$ cat config.mk
export PLATFORM = sky130hd
export DESIGN_NAME = paddle_controller_multi_flat
export DESIGN_NICKNAME = d
export VERILOG_FILES = /design/src/rtl/paddle_controller_multi_pkg.sv /design/src/rtl/paddle_controller_multi_if.sv /design/src/rtl/paddle_controller_multi_axis.sv /design/src/rtl/paddle_controller_multi.sv /design/src/flat_wrapper.sv
export SDC_FILE = /design/constraint.sdc
export NUM_CORES = 1
export LEC_CHECK = 0
export CAP_MARGIN = 20
export CORE_MARGIN = 1.5
export CORE_UTILIZATION = 33
export CTS_CLUSTER_SIZE = 16
export DETAILED_ROUTE_END_ITERATION = 8
export GPL_ROUTABILITY_DRIVEN = 0
export PLACE_DENSITY = 0.62
export SLEW_MARGIN = 10
export SYNTH_ARGS = -nofsm -noshare
export SYNTH_HDL_FRONTEND = slang
export SYNTH_SLANG_ARGS = --single-unit
$ cat constraint.sdc
create_clock -name clk -period 5.7 [get_ports clk]
set_clock_uncertainty 0.2 [all_clocks]
set_input_delay 1.14 -clock clk [delete_from_list [all_inputs] [get_ports clk]]
set_output_delay 1.14 -clock clk [all_outputs]
set_load 0.02 [all_outputs]
$ cat src/rtl/paddle_controller_multi_pkg.sv
// Shared types and default constants for the multi-paddle position controller.
// The state encodings are fixed so that debug probes and the renderer agree on them.
package paddle_controller_multi_pkg;

  typedef enum logic [1:0] {
    ST_IDLE = 2'd0,
    ST_SLOW = 2'd1,
    ST_FAST = 2'd2
  } pad_state_e;

  localparam int DEF_SCREEN_H   = 480;
  localparam int DEF_Y_RST      = 240;
  localparam int DEF_HALF_BIG   = 50;
  localparam int DEF_HALF_SMALL = 40;

endpackage

$ cat src/rtl/paddle_controller_multi_if.sv
// Board-side bundle for the paddle controller: raw buttons, size/freeze controls and positions.
// The master side drives the buttons; the slave side is the controller.
interface paddle_controller_multi_if #(
  parameter int N_PAD = 2,
  parameter int Y_W   = 11
);

  logic [N_PAD-1:0]     btn_up_n;
  logic [N_PAD-1:0]     btn_dn_n;
  logic [N_PAD-1:0]     bat_size;
  logic                 freeze;
  logic [N_PAD*Y_W-1:0] pos_y;
  logic [N_PAD-1:0]     moving;

  modport master (
    output btn_up_n, btn_dn_n, bat_size, freeze,
    input  pos_y, moving
  );

  modport slave (
    input  btn_up_n, btn_dn_n, bat_size, freeze,
    output pos_y, moving
  );

endinterface

$ cat src/rtl/paddle_controller_multi_axis.sv
// One paddle channel: button synchroniser, hold-to-accelerate FSM and clamped position register.
// Movement happens only on i_tick; clamping to the bat-size dependent range happens every cycle.
module paddle_controller_multi_axis
  import paddle_controller_multi_pkg::*;
#(
  parameter int Y_W         = 11,
  parameter int SCREEN_H    = DEF_SCREEN_H,
  parameter int Y_RST       = DEF_Y_RST,
  parameter int HALF_BIG    = DEF_HALF_BIG,
  parameter int HALF_SMALL  = DEF_HALF_SMALL,
  parameter int ACCEL_TICKS = 16,
  parameter int SLOW_STEP   = 1,
  parameter int FAST_STEP   = 4
) (
  input  logic           clk,
  input  logic           rst,
  input  logic           i_tick,
  input  logic           i_btn_up_n,
  input  logic           i_btn_dn_n,
  input  logic           i_bat_size,
  output logic [Y_W-1:0] o_pos_y,
  output logic           o_moving
);

  localparam int SW     = Y_W + 1;
  localparam int HOLD_W = $clog2(ACCEL_TICKS + 1);

  logic [1:0]        r_sync_up;
  logic [1:0]        r_sync_dn;
  pad_state_e        r_state;
  pad_state_e        w_state_nxt;
  logic [HOLD_W-1:0] r_hold;
  logic [HOLD_W-1:0] w_hold_nxt;
  logic [HOLD_W-1:0] w_hold_inc;
  logic              r_last_up;
  logic              w_last_up_nxt;
  logic              w_move;
  logic              w_fast;
  logic              w_up;
  logic              w_dn;
  logic              w_active;
  logic [Y_W-1:0]    r_pos;
  logic              r_moving;

  logic signed [SW-1:0] w_pos_s;
  logic signed [SW-1:0] w_step_s;
  logic signed [SW-1:0] w_cand;
  logic [Y_W-1:0]       w_lo;
  logic [Y_W-1:0]       w_hi;
  logic [Y_W-1:0]       w_pos_nxt;

  // Released buttons read as 1, so the synchroniser resets to the released level.
  always_ff @(posedge clk) begin
    if (rst) begin
      r_sync_up <= 2'b11;
      r_sync_dn <= 2'b11;
    end else begin
      r_sync_up <= {r_sync_up[0], i_btn_up_n};
      r_sync_dn <= {r_sync_dn[0], i_btn_dn_n};
    end
  end

  assign w_up       = ~r_sync_up[1] & r_sync_dn[1];
  assign w_dn       = ~r_sync_dn[1] & r_sync_up[1];
  assign w_active   = w_up | w_dn;
  assign w_hold_inc = r_hold + HOLD_W'(1);

  always_ff @(posedge clk) begin
    if (rst) begin
      r_state   <= ST_IDLE;
      r_hold    <= '0;
      r_last_up <= 1'b0;
      r_pos     <= Y_W'(Y_RST);
      r_moving  <= 1'b0;
    end else begin
      r_state   <= w_state_nxt;
      r_hold    <= w_hold_nxt;
      r_last_up <= w_last_up_nxt;
      r_pos     <= w_pos_nxt;
      r_moving  <= (w_state_nxt != ST_IDLE);
    end
  end

  always_comb begin
    w_state_nxt   = r_state;
    w_hold_nxt    = r_hold;
    w_last_up_nxt = r_last_up;
    w_move        = 1'b0;
    w_fast        = 1'b0;
    if (i_tick) begin
      case (r_state)
        ST_IDLE: begin
          if (w_active) begin
            w_state_nxt   = ST_SLOW;
            w_hold_nxt    = HOLD_W'(1);
            w_last_up_nxt = w_up;
            w_move        = 1'b1;
          end
        end
        ST_SLOW: begin
          if (!w_active) begin
            w_state_nxt = ST_IDLE;
          end else if (w_up != r_last_up) begin
            w_hold_nxt    = HOLD_W'(1);
            w_last_up_nxt = w_up;
            w_move        = 1'b1;
          end else begin
            w_hold_nxt = w_hold_inc;
            w_move     = 1'b1;
            if (w_hold_inc == HOLD_W'(ACCEL_TICKS)) begin
              w_state_nxt = ST_FAST;
              w_fast      = 1'b1;
            end
          end
        end
        ST_FAST: begin
          if (!w_active) begin
            w_state_nxt = ST_IDLE;
          end else if (w_up != r_last_up) begin
            w_state_nxt   = ST_SLOW;
            w_hold_nxt    = HOLD_W'(1);
            w_last_up_nxt = w_up;
            w_move        = 1'b1;
          end else begin
            w_move = 1'b1;
            w_fast = 1'b1;
          end
        end
        default: w_state_nxt = ST_IDLE;
      endcase
    end
  end

  // One extra sign bit lets a step below zero be caught by the lower clamp instead of wrapping.
  always_comb begin
    w_pos_s  = signed'({1'b0, r_pos});
    w_step_s = w_fast ? SW'(FAST_STEP) : SW'(SLOW_STEP);
    w_cand   = w_pos_s;
    if (w_move) begin
      w_cand = w_up ? (w_pos_s + w_step_s) : (w_pos_s - w_step_s);
    end
    w_lo = i_bat_size ? Y_W'(HALF_SMALL) : Y_W'(HALF_BIG);
    w_hi = Y_W'(SCREEN_H) - w_lo;
    if (w_cand < signed'({1'b0, w_lo})) begin
      w_pos_nxt = w_lo;
    end else if (w_cand > signed'({1'b0, w_hi})) begin
      w_pos_nxt = w_hi;
    end else begin
      w_pos_nxt = w_cand[Y_W-1:0];
    end
  end

  assign o_pos_y  = r_pos;
  assign o_moving = r_moving;

endmodule

$ cat src/rtl/paddle_controller_multi.sv
// N-paddle position controller: one shared movement tick divider feeding N independent axes.
// The divider keeps counting through freeze so resumption lines up with the normal tick grid.
module paddle_controller_multi
  import paddle_controller_multi_pkg::*;
#(
  parameter int N_PAD       = 2,
  parameter int Y_W         = 11,
  parameter int SCREEN_H    = DEF_SCREEN_H,
  parameter int Y_RST       = DEF_Y_RST,
  parameter int HALF_BIG    = DEF_HALF_BIG,
  parameter int HALF_SMALL  = DEF_HALF_SMALL,
  parameter int TICK_DIV    = 2**17,
  parameter int ACCEL_TICKS = 16,
  parameter int SLOW_STEP   = 1,
  parameter int FAST_STEP   = 4
) (
  input logic                       clk,
  input logic                       rst,
  paddle_controller_multi_if.slave  io_pad
);

  localparam int CNT_W = $clog2(TICK_DIV);

  logic [CNT_W-1:0]     r_tick_cnt;
  logic                 w_tick;
  logic [N_PAD*Y_W-1:0] w_pos_flat;
  logic [N_PAD-1:0]     w_moving;

  always_ff @(posedge clk) begin
    if (rst) begin
      r_tick_cnt <= '0;
    end else if (r_tick_cnt == CNT_W'(TICK_DIV - 1)) begin
      r_tick_cnt <= '0;
    end else begin
      r_tick_cnt <= r_tick_cnt + CNT_W'(1);
    end
  end

  assign w_tick = (r_tick_cnt == CNT_W'(TICK_DIV - 1)) && !io_pad.freeze;

  for (genvar g = 0; g < N_PAD; g++) begin : g_axis
    paddle_controller_multi_axis #(
      .Y_W        (Y_W),
      .SCREEN_H   (SCREEN_H),
      .Y_RST      (Y_RST),
      .HALF_BIG   (HALF_BIG),
      .HALF_SMALL (HALF_SMALL),
      .ACCEL_TICKS(ACCEL_TICKS),
      .SLOW_STEP  (SLOW_STEP),
      .FAST_STEP  (FAST_STEP)
    ) u_axis (
      .clk       (clk),
      .rst       (rst),
      .i_tick    (w_tick),
      .i_btn_up_n(io_pad.btn_up_n[g]),
      .i_btn_dn_n(io_pad.btn_dn_n[g]),
      .i_bat_size(io_pad.bat_size[g]),
      .o_pos_y   (w_pos_flat[g*Y_W +: Y_W]),
      .o_moving  (w_moving[g])
    );
  end

  assign io_pad.pos_y  = w_pos_flat;
  assign io_pad.moving = w_moving;

endmodule
$ cat src/flat_wrapper.sv
// flat-port wrapper written by rule: the top's interface ports become plain ports
module paddle_controller_multi_flat import paddle_controller_multi_pkg::*;
#(
  parameter int N_PAD       = 2,
  parameter int Y_W         = 11,
  parameter int SCREEN_H    = DEF_SCREEN_H,
  parameter int Y_RST       = DEF_Y_RST,
  parameter int HALF_BIG    = DEF_HALF_BIG,
  parameter int HALF_SMALL  = DEF_HALF_SMALL,
  parameter int TICK_DIV    = 2**17,
  parameter int ACCEL_TICKS = 16,
  parameter int SLOW_STEP   = 1,
  parameter int FAST_STEP   = 4
)
  (clk, rst, io_pad_btn_up_n, io_pad_btn_dn_n, io_pad_bat_size, io_pad_freeze, io_pad_pos_y, io_pad_moving);
  paddle_controller_multi_if #(.N_PAD(N_PAD), .Y_W(Y_W)) io_pad_i ();
  input logic clk;
  input logic rst;
  input wire logic [$bits(io_pad_i.btn_up_n)-1:0] io_pad_btn_up_n;
  input wire logic [$bits(io_pad_i.btn_dn_n)-1:0] io_pad_btn_dn_n;
  input wire logic [$bits(io_pad_i.bat_size)-1:0] io_pad_bat_size;
  input wire logic [$bits(io_pad_i.freeze)-1:0] io_pad_freeze;
  output wire logic [$bits(io_pad_i.pos_y)-1:0] io_pad_pos_y;
  output wire logic [$bits(io_pad_i.moving)-1:0] io_pad_moving;
  assign io_pad_i.btn_up_n = io_pad_btn_up_n;
  assign io_pad_i.btn_dn_n = io_pad_btn_dn_n;
  assign io_pad_i.bat_size = io_pad_bat_size;
  assign io_pad_i.freeze = io_pad_freeze;
  assign io_pad_pos_y = io_pad_i.pos_y;
  assign io_pad_moving = io_pad_i.moving;
  paddle_controller_multi #(.N_PAD(N_PAD), .Y_W(Y_W), .SCREEN_H(SCREEN_H), .Y_RST(Y_RST), .HALF_BIG(HALF_BIG), .HALF_SMALL(HALF_SMALL), .TICK_DIV(TICK_DIV), .ACCEL_TICKS(ACCEL_TICKS), .SLOW_STEP(SLOW_STEP), .FAST_STEP(FAST_STEP)) u_core (.clk(clk), .rst(rst), .io_pad(io_pad_i));
endmodule
== Word level (Yosys, flattened, before mapping) ==
Cells that the tools add are included.
W data, S select, Z words.

* Order comparisons: 4
* Multiply operators: 0
* Multiplexer cells: 68
* Add/subtract/negate cells: 9
* Reduce and logical (&&, ||, !) cells: 19
* Div/mod/pow operators: 0
* Eq/ne operators: 21
* Shift operators: 0
* Bitwise operators: 10

{| class="wikitable"
|+ Operators with widths
! cell !! number
|-
| $mux W5 || 12
|-
| $mux W12 || 4
|-
| $mux W11 || 4
|-
| $pmux W5 S3 || 2
|-
| $mux W2 || 14
|-
| $add A11 B3 Y12 || 2
|-
| $gt A12 B12 Y1 || 2
|-
| $lt A12 B7 Y1 || 2
|-
| $mux W1 || 24
|-
| $sub A11 B3 Y12 || 2
|-
| $sub A9 B6 Y10 const A || 2
|-
| $add A17 B1 Y17 const B || 1
|-
| $eq A17 B17 Y1 const B || 1
|-
| $ne A2 B2 Y1 const B || 8
|-
| $pmux W2 S3 || 2
|-
| $reduce_and A6 Y1 || 2
|-
| $add A5 B1 Y5 const B || 2
|-
| $eq A5 B5 Y1 const B || 2
|-
| $reduce_and A5 Y1 || 2
|-
| $ne A2 B1 Y1 const B || 4
|-
| $pmux W1 S2 || 4
|-
| $reduce_bool A2 Y1 || 4
|-
| $mux W3 || 2
|-
| $reduce_bool A3 Y1 || 2
|-
| 11 further kinds || 25
|}

* RAM bits: 0
* Bits in latches: 0
* Memories kept: 0
* Input bits: 9
* Flip-flop bits (word level): 65
* Logic and storage cells: 146
* Output and inout port bits: 24
* ROM bits: 0

== Logic depth before layout (Yosys ltp) ==
Gate-level depths: netlist (run 1).

* Depth after elaboration: 14
* Depth in mapped cells: 27
* Depth with buffers taken out: 27

== Modules after synthesis ==
A second synthesis (run 1) with hierarchy kept.

* Cells, all modules: 650
* Area total of the unflattened synthesis: 5315.1 sq um

{| class="wikitable"
|+ By module, submodules not included
! module !! area each (sq um) !! seq. area each (sq um) !! cells each !! instances
|-
| paddle_controller_multi_axis at u_core.g_axis[1].u_axis || 2359.8 || 480.5 || 296 || 1
|-
| paddle_controller_multi_axis at u_core.g_axis[0].u_axis || 2165.8 || 480.5 || 266 || 1
|-
| paddle_controller_multi || 789.5 || 340.3 || 88 || 1
|}

== Least setup slack after synthesis (run 1) ==
No wires, ideal clock.

* Kind: reg2reg
* Start point: reg u_core.r_tick_cnt[3]
* End point: reg u_core.g_axis[1].u_axis.r_pos[4]
* Period minus slack after synthesis: 5331 ps
* Data required time: 5378 ps
* Path buffers: 0
* Setup slack: 369 ps
* Arrival: 5009 ps
* Stages on the path, launching flop included: 28
* Library setup time: 122 ps
* Path through: dfxtp_1 > nand3_1 > nor2_1 > and3_1 > and4_1 > and3_1 > nor2b_1 > and3_1 > ha_1 > and4bb_2 > nor2b_1 > nor3b_1 > nor3_1 > ha_1 > nor2_1 > a21boi_0 > o21ai_0 > nand2b_1 > xnor2_1 > o21ai_0 > ha_1 > inv_1 > nand2_1 > a311o_1 > a21oi_1 > nor4_1 > or3_1 > o311a_1

* Longest elaborated chain between the ends: 10
* Elaborated cells between the ends (all ways): 13
* Classes of those cells: 2 x add/sub; 2 x order compare; 1 x eq/ne; 7 x mux; 1 x reduce/logical

{| class="wikitable"
|+ Ends and longest elaborated chain
! item !! RTL line !! RTL
|-
| start, declared || paddle_controller_multi.sv:24 || <nowiki>logic [CNT_W-1:0] r_tick_cnt;</nowiki>
|-
| start signal, assigned || paddle_controller_multi.sv:35 || <nowiki>r_tick_cnt <= r_tick_cnt + CNT_W'(1);</nowiki>
|-
| $eq A17 B17 Y1 (*) || paddle_controller_multi.sv:39 || <nowiki>assign w_tick = (r_tick_cnt == CNT_W'(TICK_DIV - 1)) && !io_pad.freeze;</nowiki>
|-
| $logic_and A1 B1 Y1 (*) || paddle_controller_multi.sv:39 ||
|-
| $mux W1 || paddle_controller_multi_axis.sv:90 || <nowiki>if (i_tick) begin</nowiki>
|-
| $mux W3 || paddle_controller_multi_axis.sv:137 || <nowiki>w_step_s = w_fast ? SW'(FAST_STEP) : SW'(SLOW_STEP);</nowiki>
|-
| $sub A11 B3 Y12 or $add A11 B3 Y12 (tied branches) || paddle_controller_multi_axis.sv:140 || <nowiki>w_cand = w_up ? (w_pos_s + w_step_s) : (w_pos_s - w_step_s);</nowiki>
|-
| $mux W12 || paddle_controller_multi_axis.sv:140 ||
|-
| $mux W12 (*) || paddle_controller_multi_axis.sv:139 || <nowiki>if (w_move) begin</nowiki>
|-
| $gt A12 B12 Y1 || paddle_controller_multi_axis.sv:146 || <nowiki>end else if (w_cand > signed'({1'b0, w_hi})) begin</nowiki>
|-
| $mux W11 || paddle_controller_multi_axis.sv:146 ||
|-
| $mux W11 (*) || paddle_controller_multi_axis.sv:144 || <nowiki>if (w_cand < signed'({1'b0, w_lo})) begin</nowiki>
|-
| end signal, assigned || paddle_controller_multi_axis.sv:73 || <nowiki>r_pos <= Y_W'(Y_RST);</nowiki>
|-
| end signal, assigned || paddle_controller_multi_axis.sv:79 || <nowiki>r_pos <= w_pos_nxt;</nowiki>
|-
| end, declared || paddle_controller_multi_axis.sv:42 || <nowiki>logic [Y_W-1:0] r_pos;</nowiki>
|}

Mark *: on every way between the ends. The rest lies on a longest branch, timed or not.
A chain may end at the register's enable or synchronous reset.

== Final worst setup path (run 1) ==
* Start point: reg u_core.r_tick_cnt[3]
* End point: reg u_core.g_axis[0].u_axis.r_pos[3]

* Longest elaborated chain between the ends: 10
* Elaborated cells between the ends (all ways): 13
* Classes of those cells: 2 x add/sub; 2 x order compare; 1 x eq/ne; 7 x mux; 1 x reduce/logical

{| class="wikitable"
|+ Ends and longest elaborated chain
! item !! RTL line
|-
| $eq A17 B17 Y1 (*) || paddle_controller_multi.sv:39
|-
| $logic_and A1 B1 Y1 (*) || paddle_controller_multi.sv:39
|-
| $mux W1 || paddle_controller_multi_axis.sv:90
|-
| $mux W3 || paddle_controller_multi_axis.sv:137
|-
| $sub A11 B3 Y12 or $add A11 B3 Y12 (tied branches) || paddle_controller_multi_axis.sv:140
|-
| $mux W12 || paddle_controller_multi_axis.sv:140
|-
| $mux W12 (*) || paddle_controller_multi_axis.sv:139
|-
| $gt A12 B12 Y1 || paddle_controller_multi_axis.sv:146
|-
| $mux W11 || paddle_controller_multi_axis.sv:146
|-
| $mux W11 (*) || paddle_controller_multi_axis.sv:144
|-
| end signal, assigned || paddle_controller_multi_axis.sv:73
|-
| end signal, assigned || paddle_controller_multi_axis.sv:79
|-
| end, declared || paddle_controller_multi_axis.sv:42
|}

Marks and branches as above.

==> results.cfg, run 1 <==
[run_status]
status = finished clean

[detailed_routing]
firstDrtPassIters = 5
via_per_inst = 5.46
via_count = 4807
first_iter_violations = 369
wirelength_um = 12500
drc = 0
ant_nets = 0
wl_per_cell_um = 14.1

[clocking]
clk_path_buf_depth = 2
ctsRootBufferMaster = clkbuf_16
cts.sinks = 65
cts_setup_buffers = 0
htreeDepth = 3
clock_latency_ns = 0.33
cts.hold.buffers_added = 0
clkSlewWorstSetupHoldPaths_ns = 0.06
cts_buffers = 9
cts_tree = yes

[setup_path]
cp-startpoint = u_core.r_tick_cnt[3]
timing.rr.start = u_core.r_tick_cnt[3]
worstSetupPathType = flop to flop
cp.required_ns = 5.73
cp_max_fo = 5
cp_data_arrival_time_ns = 5.38
start_kind = flop
critical_path.endpoint_type = flop

[synthesis]
synth_edf_count = 0
synth_area_um2 = 5100
synth_ff_type = dfxtp_1
ys_ff_latch = 65
ys_top_cells_by_area = dfxtp_1 (25%), ha_1 (12%), a21oi_1 (5.4%)
async_reset_ff_frac = 0
ys_types = 84
avgSynthCellArea_um2 = 7.83
syn-instance-count = 652
ys_seq_area_frac = 0.255
netlist_top_cells_count = nor2_1 (69), dfxtp_1 (65), a21oi_1 (55)
synth_top_cell_area_share = 0.255
yosysMostFrequentCell = nor2_1
synth_area_leader_cell = dfxtp_1
ys_warn_count = 0

[grt]
track_usage = 0.154
grt_pass1_wl_um = 20500
gr-total-overflow = 0
antenna_found_initial = 0
grt_pass1_vias = 4347
grt_max_degree = 49

[floorplanning]
ioPinCount = 33
die_h_um = 127
die-width_um = 127
row_count = 45
core_um2 = 15100
fp.dieArea_um2 = 16200
start_util = 0.337

[finish]
fin_cells = 881
final_area_um2 = 6080
syn2layout_area_growth_pct = 19.2
num_antenna_cells = 0
fin_util = 0.402
num-nets-final = 745
drive_above_1_share = 0.134

[power]
leakage_nw = 2.40
peakVddDrop_uv = 165
power.density_nw_per_um2 = 224

[run]
cap_violations = 0

[timing]
finalHoldViolations = 0
worst_slack_ns = 0.348
finalCritPeriodShare = 0.939
maxSlewViolCount = 0
maxSlewHeadroom = 0.464
holdWs_ns = 0.208
fmax_mhz = 187
setup_viol = 0
period_needed_ns = 5.35
tightest_slew_ns = 0.804

[min_path]
min-delay-start = u_core.g_axis[0].u_axis.r_sync_dn[0]
hold_path_class = flop to flop

[placement]
dpl.cell_count = 865
dpl_worst_slack_ns = -0.0312
hpwl_um = 9300
io_buffers = 32
dpl_cell_area_um2 = 5630
power by group:
group / switching [W] / leakage (nW) / total [W] / internal (W)
clock network: 0.000215 / 0.172 / 0.000647 / 0.000432
logic: 0.000133 / 1.70 / 0.000237 / 0.000104
registers: 0.0000124 / 0.533 / 0.000479 / 0.000467
total: 0.000361 / 2.40 / 0.00136 / 0.00100
area by class of cell:
cell class,count,area (µm²)
repair buffers,52,465
inverters,27,101
well taps,188,235
flip-flops and latches,65,1300
clock inverters,7,128
clock buffers,9,225
multi-input cells,533,3620
fillers,1499,9060
sequential cells by signal, indices dropped and copies added, names as in the netlist:
| signal | count |
|---|---|
| u_core.g_axis.u_axis.r_state | 4 |
| u_core.g_axis.u_axis.r_hold | 10 |
| u_core.r_tick_cnt | 17 |
| u_core.g_axis.u_axis.r_sync_up | 4 |
| u_core.g_axis.u_axis.o_moving | 2 |
| u_core.g_axis.u_axis.r_sync_dn | 4 |
| u_core.g_axis.u_axis.o_pos_y | 22 |
| u_core.g_axis.u_axis.r_last_up | 2 |
worst paths after layout:
| check | end | depth (start not counted) | slack, ns |
|---|---|---|---|
| setup / recovery | u_core.g_axis[0].u_axis.o_pos_y[3] | 26 | 0.35 |
| hold / removal | u_core.g_axis[0].u_axis.r_sync_dn[1] | 1 | 0.21 |
| setup reg to reg | u_core.g_axis[0].u_axis.o_pos_y[3] | 26 | 0.35 |
| hold reg to reg | u_core.g_axis[0].u_axis.r_sync_dn[1] | 1 | 0.21 |
through the flow:
step,setup TNS [ns],total power [W]
5_1_grt,-0.109,0.00143
3_3_place_gp,0,0.000718
3_5_place_dp,-0.0312,0.000717
4_1_cts,0,0.00137
6_report,0,0.00136
2_1_floorplan,0,0.000653
layout by cell type, fill, tap and decap left out, types with 15 or more instances in the layout:
cell / synthesis / layout
nand4_1: 15 / 15
ha_1: 48 / 46
nand2_1: 51 / 51
nor3_1: 23 / 23
inv_1: 27 / 27
nand3_1: 28 / 27
a21oi_1: 55 / 55
buf_4: 2 / 20
dfxtp_1: 65 / 63
o21ai_0: 39 / 35
nor2_1: 69 / 67
clkdlybuf4s50_1: 0 / 31
what timing repair did:
action / 4_1_cts / 5_1_grt
pin swaps: 0 / 6
endpoints found under the setup margin: 3 / 14
gates resized for setup: 2 / 23
critical path, stage by stage, from the launching register on:
cell and delay (ns):
dfxtp_1 0.35, nand3_2 0.11, nor2_2 0.12, and3_1 0.18, and4_1 0.21, and3_1 0.18, nor2b_4 0.16, and3_4 0.20
ha_4 0.14, nor4bb_4 0.18, buf_4 0.15, o21ai_0 0.17, ha_1 0.28, ha_1 0.21, a21o_1 0.17, nand2_1 0.10
nand3_1 0.12, xnor2_1 0.14, o21ai_0 0.12, ha_1 0.23, or3_1 0.33, a211o_1 0.28, a31oi_1 0.21, and4_1 0.23
nor3_1 0.07, buf_4 0.16, a221oi_1 0.23
layer usage:
metal,share of wire,wire [µm],global-route usage
met5,0,0,0
met4,0.018,223,0.0528
met3,0.035,439,0.0272
met2,0.47,5900,0.259
met1,0.47,5900,0.200
kinds of logic after synthesis:
family,count (synthesis),share of synthesized area
and+or+nand+nor,275,0.288
AOI/OAI and AO/OA,171,0.214
xor gates and xnor gates,26,0.0498
DFF,65,0.255
adders and majority gates,48,0.118
muxes,9,0.0184
buffers and inverters,57,0.0561
other,1,0.000735
Power figures use the tool's default switching activity.
==> run 2: changes to the inputs <==
CAP_MARGIN = not set   (was 20)
==> results of run 2 <==
The final DEF is identical to that of run 1; final timing and power are the same.
==> run 3: changes to the inputs <==
CTS_CLUSTER_SIZE = not set   (was 16)
HOLD_SLACK_MARGIN = 0.12   (was not set)
==> results of run 3 <==
The final DEF is identical to that of run 1; final timing and power are the same.
==> RTL change (settings of run 1) <==
`r_hold` no longer has a reset.
--- a/src/rtl/paddle_controller_multi_axis.sv
+++ b/src/rtl/paddle_controller_multi_axis.sv
@@ -68,17 +68,19 @@
   always_ff @(posedge clk) begin
     if (rst) begin
       r_state   <= ST_IDLE;
-      r_hold    <= '0;
       r_last_up <= 1'b0;
       r_pos     <= Y_W'(Y_RST);
       r_moving  <= 1'b0;
     end else begin
       r_state   <= w_state_nxt;
-      r_hold    <= w_hold_nxt;
       r_last_up <= w_last_up_nxt;
       r_pos     <= w_pos_nxt;
       r_moving  <= (w_state_nxt != ST_IDLE);
     end
+  end
+
+  always_ff @(posedge clk) begin
+    r_hold <= w_hold_nxt;
   end
 
   always_comb begin
Check against the original RTL: same outputs for any inputs over 10 cycles, from zero or initial values and one cycle with rst high; that may be too few to reach the edited logic, so the function may still have changed.
==> RTL change against run 1 <==
  * Routed wire length up 5.7%
  * First-iteration DRC count fell by 18%
  * Count of clock-buffer cells in the layout rose by 3
  * Power shrank 1.4%
  * Setup slack worse by 0.14 ns
  * Sequential cell count unchanged
  * Non-clock buffer count grew 34
  * Synthesized area fell by 1.2%
  * Utilization rose by 3.8 points
  * Critical path type unchanged
  * Via count grew 0.27%
  * Cell area increased by 6.3%
  * Largest cell class unchanged
  * Sequential power grew 3%
==> RTL change: results (changes against run 1) <==
EDFF count, synth=10 (+10); Adder-Cell Fraction of Synth Area=11.7% (-0.10 points); Post-DP HPWL=9990 µm (+7.4%); Slew HR=34.3% (-12 points); layout net count=747 (+0.27%); maximum VDD drop=0.000162 V (-2.0%); max reg flops=22 (unchanged); hold path cells=1 (unchanged); Int Power=973 µW (-3.0%); static leakage=0.00251 µW (+4.4%); Ys Warns=0 (unchanged); CP Launch Point=u_core.r_tick_cnt[4]; Avg Synthesized Cell Area=8.19 µm² (+4.5%); initial antenna violation count=0 (unchanged); cells on worst reg2reg path=31 (+19%); all-layer global routing usage=16.7% (+1.2 points); status=completed; synth cell count leaders=nor2_1 (60), dfxtp_1 (55), a21oi_1 (49); Min-Delay Path Class=flop to flop; Top delay family on crit path=simple AND/OR/NAND/NOR gates; Final setup viols=0 (unchanged); sequential-to-total area share from yosys stat=27.8% (+2.3 points); Wirelength per Cell=15.0 µm (+5.8%); H-tree depth=3 (unchanged); asr flop ratio synth=0% (unchanged); Finished Layout Cells=880 (-0.11%); Longest Clk Path Bufs=2 (unchanged); Area Growth Syn to Fin=28.2%; Clock Pin Slew Worst Setup and Hold Paths=0.06 ns (about the same); Crit path largest cell delay=0.34 ns; first-pass GRT wire length=21700 µm (+5.9%); layout cell share with drive strength beyond 1=20.7% (+7.3 points); critical path peak fanout=5 (unchanged); vias in the first global route=4625 (+6.4%); post-synthesis mux area share=3.08% (+1.2 points); Hold Path Origin=u_core.g_axis[0].u_axis.r_sync_up[0]; CP arrival=5.57 ns (+0.19 ns); pin count of the biggest net entering global routing=27 (-45%); clock latency on the worst-skew pair=0.34 ns; root buffer cell=clkbuf_16; drt pass-1 iters=4 (-1); critical path's slowest cell=nor4bb_2; Compound-Gate Fraction of Synth Area=23.1% (+1.7 points); XOR/XNOR Fraction of Synth Area=5.06% (+0.087 points); top cells by area, synth=dfxtp_1 (22%), ha_1 (12%), edfxtp_1 (6.0%), a21oi_1 (4.9%), nor2_1 (4.5%); Yosys cell types=75 (-11%); port buffer count=32 (unchanged); Placement Cell Area=5880 µm² (+4.5%); Antenna diodes=0 (unchanged); cell count after placement=858 (-0.81%); First DRT Iteration DRCs=302 (-18%); DR vias=4820 (+0.27%); dominant synthesized flop cell=dfxtp_1; Fillers=1401 (-6.5%); number of CTS-inserted buffers=9 (unchanged)
RTL change: layout make-up:
type                       instances  share of cell area [%]
timing repair buffer              86                    11.3
clock buffer                      12                    4.12
tap                              184                    3.56
clock inverter                     4                   0.735
inverter                          27                    1.57
sequential                        65                    21.7
multi-input combinational        502                    57.0
RTL change: kinds of logic after synthesis:
group                    after synthesis
AND/OR/NAND/NOR                      241
AO/OA/AOI/OAI                        169
flip-flops                            65
buffers and inverters                 52
adder cells (fa/ha/maj)               47
XOR/XNOR                              27
multiplexers                          14
other                                  1
RTL change: worst paths after layout:
check | endpoint | slack, ns
max | u_core.g_axis[0].u_axis.o_pos_y[4] | 0.21
min | u_core.g_axis[0].u_axis.r_sync_up[1] | 0.22
max reg2reg | u_core.g_axis[0].u_axis.o_pos_y[4] | 0.21
min reg2reg | u_core.g_axis[0].u_axis.r_sync_up[1] | 0.22
RTL change: stage by stage:
| stage | total power, µW | worst slack, ns | hold WS, ns |
|---|---|---|---|
| finish | 1340 | 0.208 | 0.216 |
| global route | 1400 | -0.0954 | 0.233 |
| CTS | 1340 | 0.0243 | 0.218 |
| detailed placement | 749 | -0.250 | 0.204 |
| global placement | 744 | -0.0600 | 0.200 |
| floorplan | 669 | 0.0149 | 0.189 |
RTL change: timing repair:
item | 4_1_cts | 5_1_grt
setup buffers | 3 | 3
pin swaps | 9 | 27
cloned | 0 | 0
setup endpoints to repair | 7 | 14
gates resized for setup | 7 | 44
RTL change: power by group through the flow:
stage / Combinational (µW) / Sequential (µW) / Clock, µW
floorplan: 164 / 505 / 0
global placement: 242 / 502 / 0
detailed placement: 246 / 502 / 0
CTS: 250 / 492 / 597
global route: 295 / 494 / 615
finish: 267 / 493 / 585
RTL change: metal layers:
metal | global-route usage [%] | vias to the layer above | wire length [µm]
li1 | - | 2422 | -
met1 | 22.4 | 2303 | 6450
met2 | 27.2 | 83 | 6050
met3 | 2.36 | 12 | 442
met4 | 6.29 | 0 | 219
met5 | 0 | - | 0
